--- src/rtl/div_seq.sv ---
// div_seq: sequential restoring radix-2 unsigned divider, 22-bit dividend by
// 11-bit divisor, one quotient bit per clock, MSB first.
//
// Optional feature macro: DIV_ZERO_CHECK_EN
//   defined   : a zero divisor is detected at start and skips straight to the
//               final step, so done arrives one cycle after the start edge and
//               div_by_zero is raised.
//   undefined : a zero divisor runs the normal 22 steps; the algorithm itself
//               yields quotient = all ones, remainder = dividend[10:0];
//               div_by_zero is tied low.
//
// Handshake: ready is high only in IDLE. A start sampled high while ready is
// high launches one operation (operands captured at that edge). start while
// ready is low is ignored. done is a single-cycle pulse; quotient, remainder
// and div_by_zero are valid during that pulse and hold until the next
// completion or reset.
//
// fsm_state is a debug view of the controller state (0=IDLE, 1=RUN, 2=DONE).
module div_seq (
  input  logic        clock,
  input  logic        reset,
  input  logic        start,
  input  logic [21:0] dividend,
  input  logic [10:0] divisor,
  output logic        ready,
  output logic        done,
  output logic [21:0] quotient,
  output logic [10:0] remainder,
  output logic        div_by_zero,
  output logic [1:0]  fsm_state
);

  typedef enum logic [1:0] {
    IDLE = 2'd0,
    RUN  = 2'd1,
    DONE = 2'd2
  } state_t;

  // Index of the final RUN step (22 steps: 0..21).
  localparam logic [4:0] LAST_STEP = 5'd21;

  state_t      state;
  // Dividend bits leave at the MSB while quotient bits enter at the LSB, so
  // after 22 steps this register holds the full quotient.
  logic [21:0] work;
  logic [10:0] dvs_r;
  logic [11:0] partial;
  logic [4:0]  step;

`ifdef DIV_ZERO_CHECK_EN
  logic        zero_r;
  logic        dbz_r;
`endif

  logic [11:0] shifted;
  logic [11:0] diff;
  logic        fits;
  logic [11:0] next_partial;
  logic [21:0] next_work;

  // One restoring-division step: shift in the next dividend bit, subtract the
  // divisor when it fits. partial[11] set means the true shifted value is at
  // least 4096 and therefore always fits.
  always_comb begin
    shifted      = {partial[10:0], work[21]};
    diff         = shifted - {1'b0, dvs_r};
    fits         = partial[11] | (shifted >= {1'b0, dvs_r});
    next_partial = fits ? diff : shifted;
    next_work    = {work[20:0], fits};
  end

  // Controller and datapath registers; all outputs are registered here.
  always_ff @(posedge clock) begin
    if (reset) begin
      state     <= IDLE;
      ready     <= 1'b1;
      done      <= 1'b0;
      quotient  <= '0;
      remainder <= '0;
      work      <= '0;
      dvs_r     <= '0;
      partial   <= '0;
      step      <= '0;
`ifdef DIV_ZERO_CHECK_EN
      zero_r    <= 1'b0;
      dbz_r     <= 1'b0;
`endif
    end else begin
      case (state)
        IDLE: begin
          done <= 1'b0;
          if (start) begin
            work    <= dividend;
            dvs_r   <= divisor;
            partial <= '0;
            step    <= '0;
            ready   <= 1'b0;
            state   <= RUN;
`ifdef DIV_ZERO_CHECK_EN
            // A zero divisor jumps to the final step so the next edge
            // completes with the fixed divide-by-zero results.
            zero_r  <= (divisor == 11'd0);
            if (divisor == 11'd0) begin
              step <= LAST_STEP;
            end
`endif
          end
        end

        RUN: begin
          work    <= next_work;
          partial <= next_partial;
          step    <= step + 5'd1;
          if (step == LAST_STEP) begin
            quotient  <= next_work;
            remainder <= next_partial[10:0];
`ifdef DIV_ZERO_CHECK_EN
            dbz_r     <= zero_r;
            if (zero_r) begin
              // work still holds the untouched dividend on the shortcut path.
              quotient  <= '1;
              remainder <= work[10:0];
            end
`endif
            done  <= 1'b1;
            state <= DONE;
          end
        end

        DONE: begin
          done  <= 1'b0;
          ready <= 1'b1;
          state <= IDLE;
        end

        default: begin
          done  <= 1'b0;
          ready <= 1'b1;
          state <= IDLE;
        end
      endcase
    end
  end

`ifdef DIV_ZERO_CHECK_EN
  assign div_by_zero = dbz_r;
`else
  assign div_by_zero = 1'b0;
`endif

  assign fsm_state = state;

endmodule

--- config.mk ---
export PLATFORM = sky130hd
export DESIGN_NAME = div_seq
export DESIGN_NICKNAME = d
export VERILOG_FILES = /design/src/rtl/div_seq.sv
export SDC_FILE = /design/constraint.sdc
export NUM_CORES = 1
export LEC_CHECK = 0
export CAP_MARGIN = 20
export CORE_MARGIN = 5
export CORE_UTILIZATION = 57
export CTS_CLUSTER_SIZE = 10
export DETAILED_ROUTE_END_ITERATION = 6
export GPL_TIMING_DRIVEN = 0
export PLACE_DENSITY = 0.91
export SYNTH_ARGS = -nofsm -noshare
export SYNTH_HDL_FRONTEND = slang
export SYNTH_SLANG_ARGS = --single-unit
--- constraint.sdc ---
create_clock -name clock -period 4.9 [get_ports clock]
set_input_delay 0.98 -clock clock [delete_from_list [all_inputs] [get_ports clock]]
set_output_delay 0.98 -clock clock [all_outputs]
set_load 0.01 [all_outputs]
==> flow_metrics.env, run 1 <==
export IMPL_run_status="complete, no violations"
export IMPL_layout_area_overhead_vs_synth_pct=24.8
export IMPL_fin_crit_sh_pct=58.7
export IMPL_critPathKind="input pin to flip-flop"
export IMPL_number_of_antenna_violations_at_the_first_check_in_global_routing=0
export IMPL_layoutNonFillerInstCount=691
export IMPL_n_antenna_cell=0
export IMPL_worstMarginPinSlew_ns=0.713
export IMPL_numPortBuffers=71
export IMPL_timing_final_setup_violations=0
export IMPL_grt_start_max_net_pins=19
export IMPL_rows=31
export IMPL_floorplan_die_area_um2=9110
export IMPL_syn_cell_area_um2=4160
export IMPL_cp_end_kind="flip-flop"
export IMPL_totalWireLength_um=12300
export IMPL_tritoncts_buffer_count=9
export IMPL_timing_hold_worst_path_depth=2
export IMPL_rsz0062_at_grt="no"
export IMPL_vias=4147
export IMPL_hold_slack_final_ns=0.451
export IMPL_maxClockFrequency_ghz=0.348
export IMPL_ir_worst_vdd_uv=298
export IMPL_setup_tns_final_ns=0
export IMPL_netlist_instances=505
export IMPL_leakagePower_nw=1.98
export IMPL_yosys_area_top_type="sky130_fd_sc_hd__dfxtp_1"
export IMPL_ys_ff_latch=87
export IMPL_clock_latency_ns=0.36
export IMPL_finish_net_count=637
export IMPL_slew_headroom_pct=52.0
export IMPL_gpl_final_weighted_congestion=0.900
export IMPL_cts_repair_resize_count=0
export IMPL_antenna_left=0
export IMPL_ctsHoldBuffers=0
export IMPL_non_filler_cell_area_final_um2=5190
export IMPL_io_pin_count=74
export IMPL_synth_area_leaders="sky130_fd_sc_hd__dfxtp_1 (42%), sky130_fd_sc_hd__nand2_1 (7.0%), sky130_fd_sc_hd__nor2_1 (5.2%)"
export IMPL_clkSinkCount=87
export IMPL_dpl_cell_count=675
export IMPL_post_route_cells_drive_above_1_share_pct=6.42
export IMPL_cts_post_setup_buffers_inserted=0
export IMPL_track_usage_pct=27.7
export IMPL_cts_clk_slew_worst_paths_ns=0.11
export IMPL_seq_area_frac_synth_pct=41.8
export IMPL_1st_iter_drt_viols=454
export IMPL_vias_per_cell=6.00
export IMPL_htreeDepth=3
export IMPL_drv_slew=0
export IMPL_yosysWarningCount=0
export IMPL_clock_skew_ns=0.0159
export IMPL_synth_async_reset_ratio_pct=0
export IMPL_cp_data_required_time_ns=5.18
export IMPL_power_density_nw_per_um2=566
export IMPL_routedWlPerCell_um=17.8
export IMPL_clock_tree_from_tritoncts="built"
export IMPL_power_mw=2.94
export IMPL_synth_largest_type_area_fraction_pct=41.8
export IMPL_synth_commonest_cells="sky130_fd_sc_hd__dfxtp_1 (87), sky130_fd_sc_hd__nand2_1 (78), sky130_fd_sc_hd__nor2_1 (58)"
export IMPL_synth_most_common_cell="sky130_fd_sc_hd__dfxtp_1"
export IMPL_core_um2=7180
export IMPL_drc_errors=0
export IMPL_finalHoldViolations=0
export IMPL_ys_types=57
export IMPL_clock_tree_buffer_depth=2
export IMPL_critical_path_startpoint_type="input pin"
export IMPL_hpwlAfterDp_um=9450
export IMPL_worst_ep_arrival_time_ns=3.16
export IMPL_clock_root_buffer_master="sky130_fd_sc_hd__clkbuf_8"
export IMPL_syn_nets=555
export IMPL_min_period_ns=2.88
export IMPL_die_width_um=95.5
export IMPL_die_height_um=95.5
export IMPL_postSynthAreaPerCell_um2=8.24
export IMPL_hp_class="flip-flop to flip-flop"
export IMPL_worst_slack_ns=2.02
export IMPL_grt_pass1_wl_um=19700
export IMPL_crit_fanout=10
export IMPL_dp_worst_setup_slack_ns=1.79
export IMPL_first_global_vias=4194
export IMPL_grt_overflow=0
export IMPL_cap_violations=0
export IMPL_r2r_worst_path_cells=10
export IMPL_placement_cell_area_um2=5000
export IMPL_fin_util_pct=72.4
export IMPL_drt_pass1_iter_count=5
export IMPL_count_of_flip_flops_with_a_built_in_enable_after_synthesis=0
export IMPL_start_util_pct=58.0
export IMPL_postSynth_topFlopCell="sky130_fd_sc_hd__dfxtp_1"
-- final timing paths --
check                                           start                        end  slack, ns
worst min-delay path            work[10]$_SDFFE_PP0P_      work[11]$_SDFFE_PP0P_       0.45
worst max register to register  work[21]$_SDFFE_PP0P_  remainder[8]$_SDFFE_PP0P_       2.24
worst min register to register  work[10]$_SDFFE_PP0P_      work[11]$_SDFFE_PP0P_       0.45
worst max-delay path                            reset  remainder[9]$_SDFFE_PP0P_       2.02
-- where the power goes --
| part | total (mW) | internal, mW | leakage [nW] | switching (mW) |
|---|---|---|---|---|
| Sequential | 0.860 | 0.780 | 0.709 | 0.0805 |
| Clock | 0.498 | 0.200 | 0.0970 | 0.297 |
| Combinational | 1.58 | 0.591 | 1.18 | 0.990 |
-- sequential cells by signal (all words and copies together) (netlist names) --
signal,cells
quotient,22
work,22
done,1
step,5
partial,12
remainder,11
fsm_state,2
ready,1
dvs_r,11
-- worst max-delay path: stages --
cell and delay, ns:
sky130_fd_sc_hd__clkdlybuf4s50_1 0.53, sky130_fd_sc_hd__nor2_2 0.38, sky130_fd_sc_hd__nand2_1 0.21, sky130_fd_sc_hd__inv_1 0.17
sky130_fd_sc_hd__clkbuf_1 0.53, sky130_fd_sc_hd__o2111ai_1 0.22, sky130_fd_sc_hd__o211ai_1 0.14
-- cells by family after synthesis --
family	count (synthesis)	share of synthesized area, %
adders and majority gates	14	4.39
other	1	0.0901
AOI/OAI and AO/OA	154	26.1
DFF	87	41.8
muxes	2	0.541
and+or+nand+nor	186	19.6
xor gates and xnor gates	6	1.26
buffers and inverters	55	6.10
-- metal layers --
layer  global-route usage, %  wire (um)  part of all wire (%)  vias to the layer above
met2                    43.8       5710                    46                      232
met3                    6.39       1230                    10                       32
met4                    10.8        303                   2.5                        0
met1                    36.7       5050                    41                     1920
met5                       0          0                     0                        -
li1                        -          -                     -                     1963
-- layout make-up --
| type | instances | area, um2 |
|---|---|---|
| plain buffers | 34 | 175 |
| clock buffers | 9 | 124 |
| clock inverters | 7 | 72.6 |
| fillers | 529 | 1980 |
| inverters | 21 | 78.8 |
| multi-input cells | 363 | 2170 |
| flip-flops and latches | 87 | 1740 |
| well taps | 99 | 124 |
| repair buffers | 71 | 711 |
-- placed cells by master, fill, tap and decap left out, drive strengths merged, types with 8 or more instances in the layout --
cell type / instances
buf: 9
a21oi: 30
nand2: 78
a22o: 16
a2bb2oi: 8
clkbuf: 34
nor2: 59
o211ai: 28
dfxtp: 87
clkdlybuf4s50: 71
o21ai: 28
a22oi: 11
ha: 13
inv: 25
nor3: 14
Power figures use the tool's default switching activity.
==> inputs of run 2 (changes only) <==
- CORE_UTILIZATION: 57 -> 48
- PLACE_DENSITY: 0.91 -> 0.82
- clock period: 4.9 -> 2.6 ns (I/O delays scaled with it)
==> flow_metrics.env, run 2 (synthesis results as in run 1) <==
export IMPL_fin_util_pct=61.1
export IMPL_crit_fanout=10
export IMPL_grt_pass1_wl_um=18800
export IMPL_cap_violations=0
export IMPL_final_fill_count=752
export IMPL_finalHoldViolations=0
export IMPL_dpl_cell_count=684
export IMPL_layout_commonest_cell="sky130_fd_sc_hd__dfxtp_1"
export IMPL_routedWlPerCell_um=17.0
export IMPL_start_util_pct=48.4
export IMPL_hp_class="flip-flop to flip-flop"
export IMPL_critical_path_top_cell_by_count="sky130_fd_sc_hd__buf_6"
export IMPL_maxClockFrequency_ghz=0.399
export IMPL_clkSinkCount=87
export IMPL_post_route_cells_drive_above_1_share_pct=7.93
export IMPL_clock_tree_buffer_depth=2
export IMPL_core_um2=8590
export IMPL_grt_overflow=0
export IMPL_leakagePower_nw=2.00
export IMPL_fin_crit_sh_pct=96.3
export IMPL_cp_data_required_time_ns=2.84
export IMPL_drc_errors=0
export IMPL_drv_slew=0
export IMPL_crit_chain="inv_1 -> ha_2 -> fa_2 -> and2b_1 -> o2111a_2 -> o21ai_2 -> nor3b_2 -> buf_6 -> buf_6 -> o21ai_0 -> o211ai_1"
export IMPL_tritoncts_buffer_count=9
export IMPL_dp_worst_setup_slack_ns=-0.153
export IMPL_vias_per_cell=5.78
export IMPL_biggestRegsByFlops="quotient: 22 flops, work: 22 flops, partial: 12 flops"
export IMPL_io_pin_count=74
export IMPL_numPortBuffers=71
export IMPL_power_density_nw_per_um2=1090
export IMPL_track_usage_pct=22.6
export IMPL_seq_area_um2=1740
export IMPL_totalWireLength_um=11900
export IMPL_vias=4050
export IMPL_floorplan_die_area_um2=10600
export IMPL_clock_tree_from_tritoncts="built"
export IMPL_run_status="complete, no violations"
export IMPL_critPathKind="flip-flop to flip-flop"
export IMPL_antenna_left=0
export IMPL_worst_ep_arrival_time_ns=2.74
export IMPL_clock_skew_ns=0.00825
export IMPL_hold_slack_final_ns=0.458
export IMPL_critical_path_startpoint_type="flip-flop"
export IMPL_n_antenna_cell=0
export IMPL_drt_pass1_iter_count=5
export IMPL_ir_worst_vdd_uv=506
export IMPL_ctsHoldBuffers=0
export IMPL_slew_headroom_pct=50.3
export IMPL_min_period_ns=2.50
export IMPL_grt_start_max_net_pins=18
export IMPL_hpwlAfterDp_um=8950
export IMPL_layoutNonFillerInstCount=701
export IMPL_critPathSlowestCell="sky130_fd_sc_hd__fa_2"
export IMPL_rows=34
export IMPL_cp_end_kind="flip-flop"
export IMPL_first_global_vias=3771
export IMPL_1st_iter_drt_viols=345
export IMPL_most_common_layout_cells="sky130_fd_sc_hd__dfxtp_1 (86), sky130_fd_sc_hd__nand2_1 (78), sky130_fd_sc_hd__clkdlybuf4s50_1 (71)"
export IMPL_worst_slack_ns=0.0963
export IMPL_critPathMaxStageDelay_ns=0.35
export IMPL_number_of_antenna_violations_at_the_first_check_in_global_routing=0
export IMPL_layout_area_overhead_vs_synth_pct=26.1
export IMPL_die_height_um=103
export IMPL_gpl_final_weighted_congestion=0.901
export IMPL_clock_latency_ns=0.36
export IMPL_htreeDepth=3
export IMPL_timing_reg2reg_setup_slack_ns=0.1
export IMPL_multi_input_comb_area_um2=2190
export IMPL_timing_final_setup_violations=0
export IMPL_finish_net_count=638
export IMPL_clock_root_buffer_master="sky130_fd_sc_hd__clkbuf_8"
export IMPL_worstMarginPinSlew_ns=0.743
export IMPL_rsz0062_at_grt="no"
export IMPL_cts_clk_slew_worst_paths_ns=0.09
export IMPL_die_width_um=103
[run 2: changes by cell type in the layout (fill, tap and decap cells not counted), sizes merged]
cell / before / now
buf: 9 / 10
bufinv: 0 / 1
clkinv: 2 / 1
[run 2: worst max-delay path: cells and delay by family (launching register included)]
kind | cells | cell delay, ns
simple gates | 2 | 0.39
fa+ha+maj | 2 | 0.55
buf+inv | 3 | 0.35
compound gates | 4 | 0.74
flops | 1 | 0.34
[run 2: final timing paths]
path / cells past startpoint / start / to
setup / recovery: 11 / work[21]$_SDFFE_PP0P_ / remainder[10]$_SDFFE_PP0P_
hold / removal: 2 / quotient[18]$_SDFFE_PP0P_ / quotient[18]$_SDFFE_PP0P_
setup reg to reg: 11 / work[21]$_SDFFE_PP0P_ / remainder[10]$_SDFFE_PP0P_
hold reg to reg: 2 / quotient[18]$_SDFFE_PP0P_ / quotient[18]$_SDFFE_PP0P_
[run 2: metal layers]
layer	track usage, %	share of wire, %	wire length, um
met2	36.1	46	5480
met4	6.27	1.3	157
met5	0	0	0
met3	3.11	7.7	917
met1	32.1	45	5390
[run 2: through the flow]
| step | instance area, um2 | total power [mW] | setup TNS, ns |
|---|---|---|---|
| final | 5250 | 5.75 | 0 |
| after global routing | 5250 | 6.08 | 0 |
| after CTS | 5230 | 5.64 | 0 |
| after detailed placement | 5010 | 4.58 | -0.247 |
| after global placement | 5010 | 4.53 | -0.143 |
| after floorplan | 4160 | 3.77 | 0 |
[run 2: timing repair]
action	in CTS	in global routing
endpoints found under the hold margin	0	0
resized for setup	4	7
endpoints found under the setup margin	5	17
cloned	0	0
setup buffers	0	1
[run 2: power by group]
part | switching, mW | leakage [nW] | internal, mW
clock | 0.536 | 0.104 | 0.466
sequential | 0.142 | 0.709 | 1.47
combinational | 1.95 | 1.19 | 1.18
[run 2: cell type report]
type                       count  share of cell area, %
multi-input combinational    363                   41.6
sequential                    87                   33.2
timing repair buffer          72                   13.7
buffer                        34                   3.38
tap                          108                   2.57
clock buffer                   9                   2.36
clock inverter                 7                   1.64
inverter                      21                   1.50
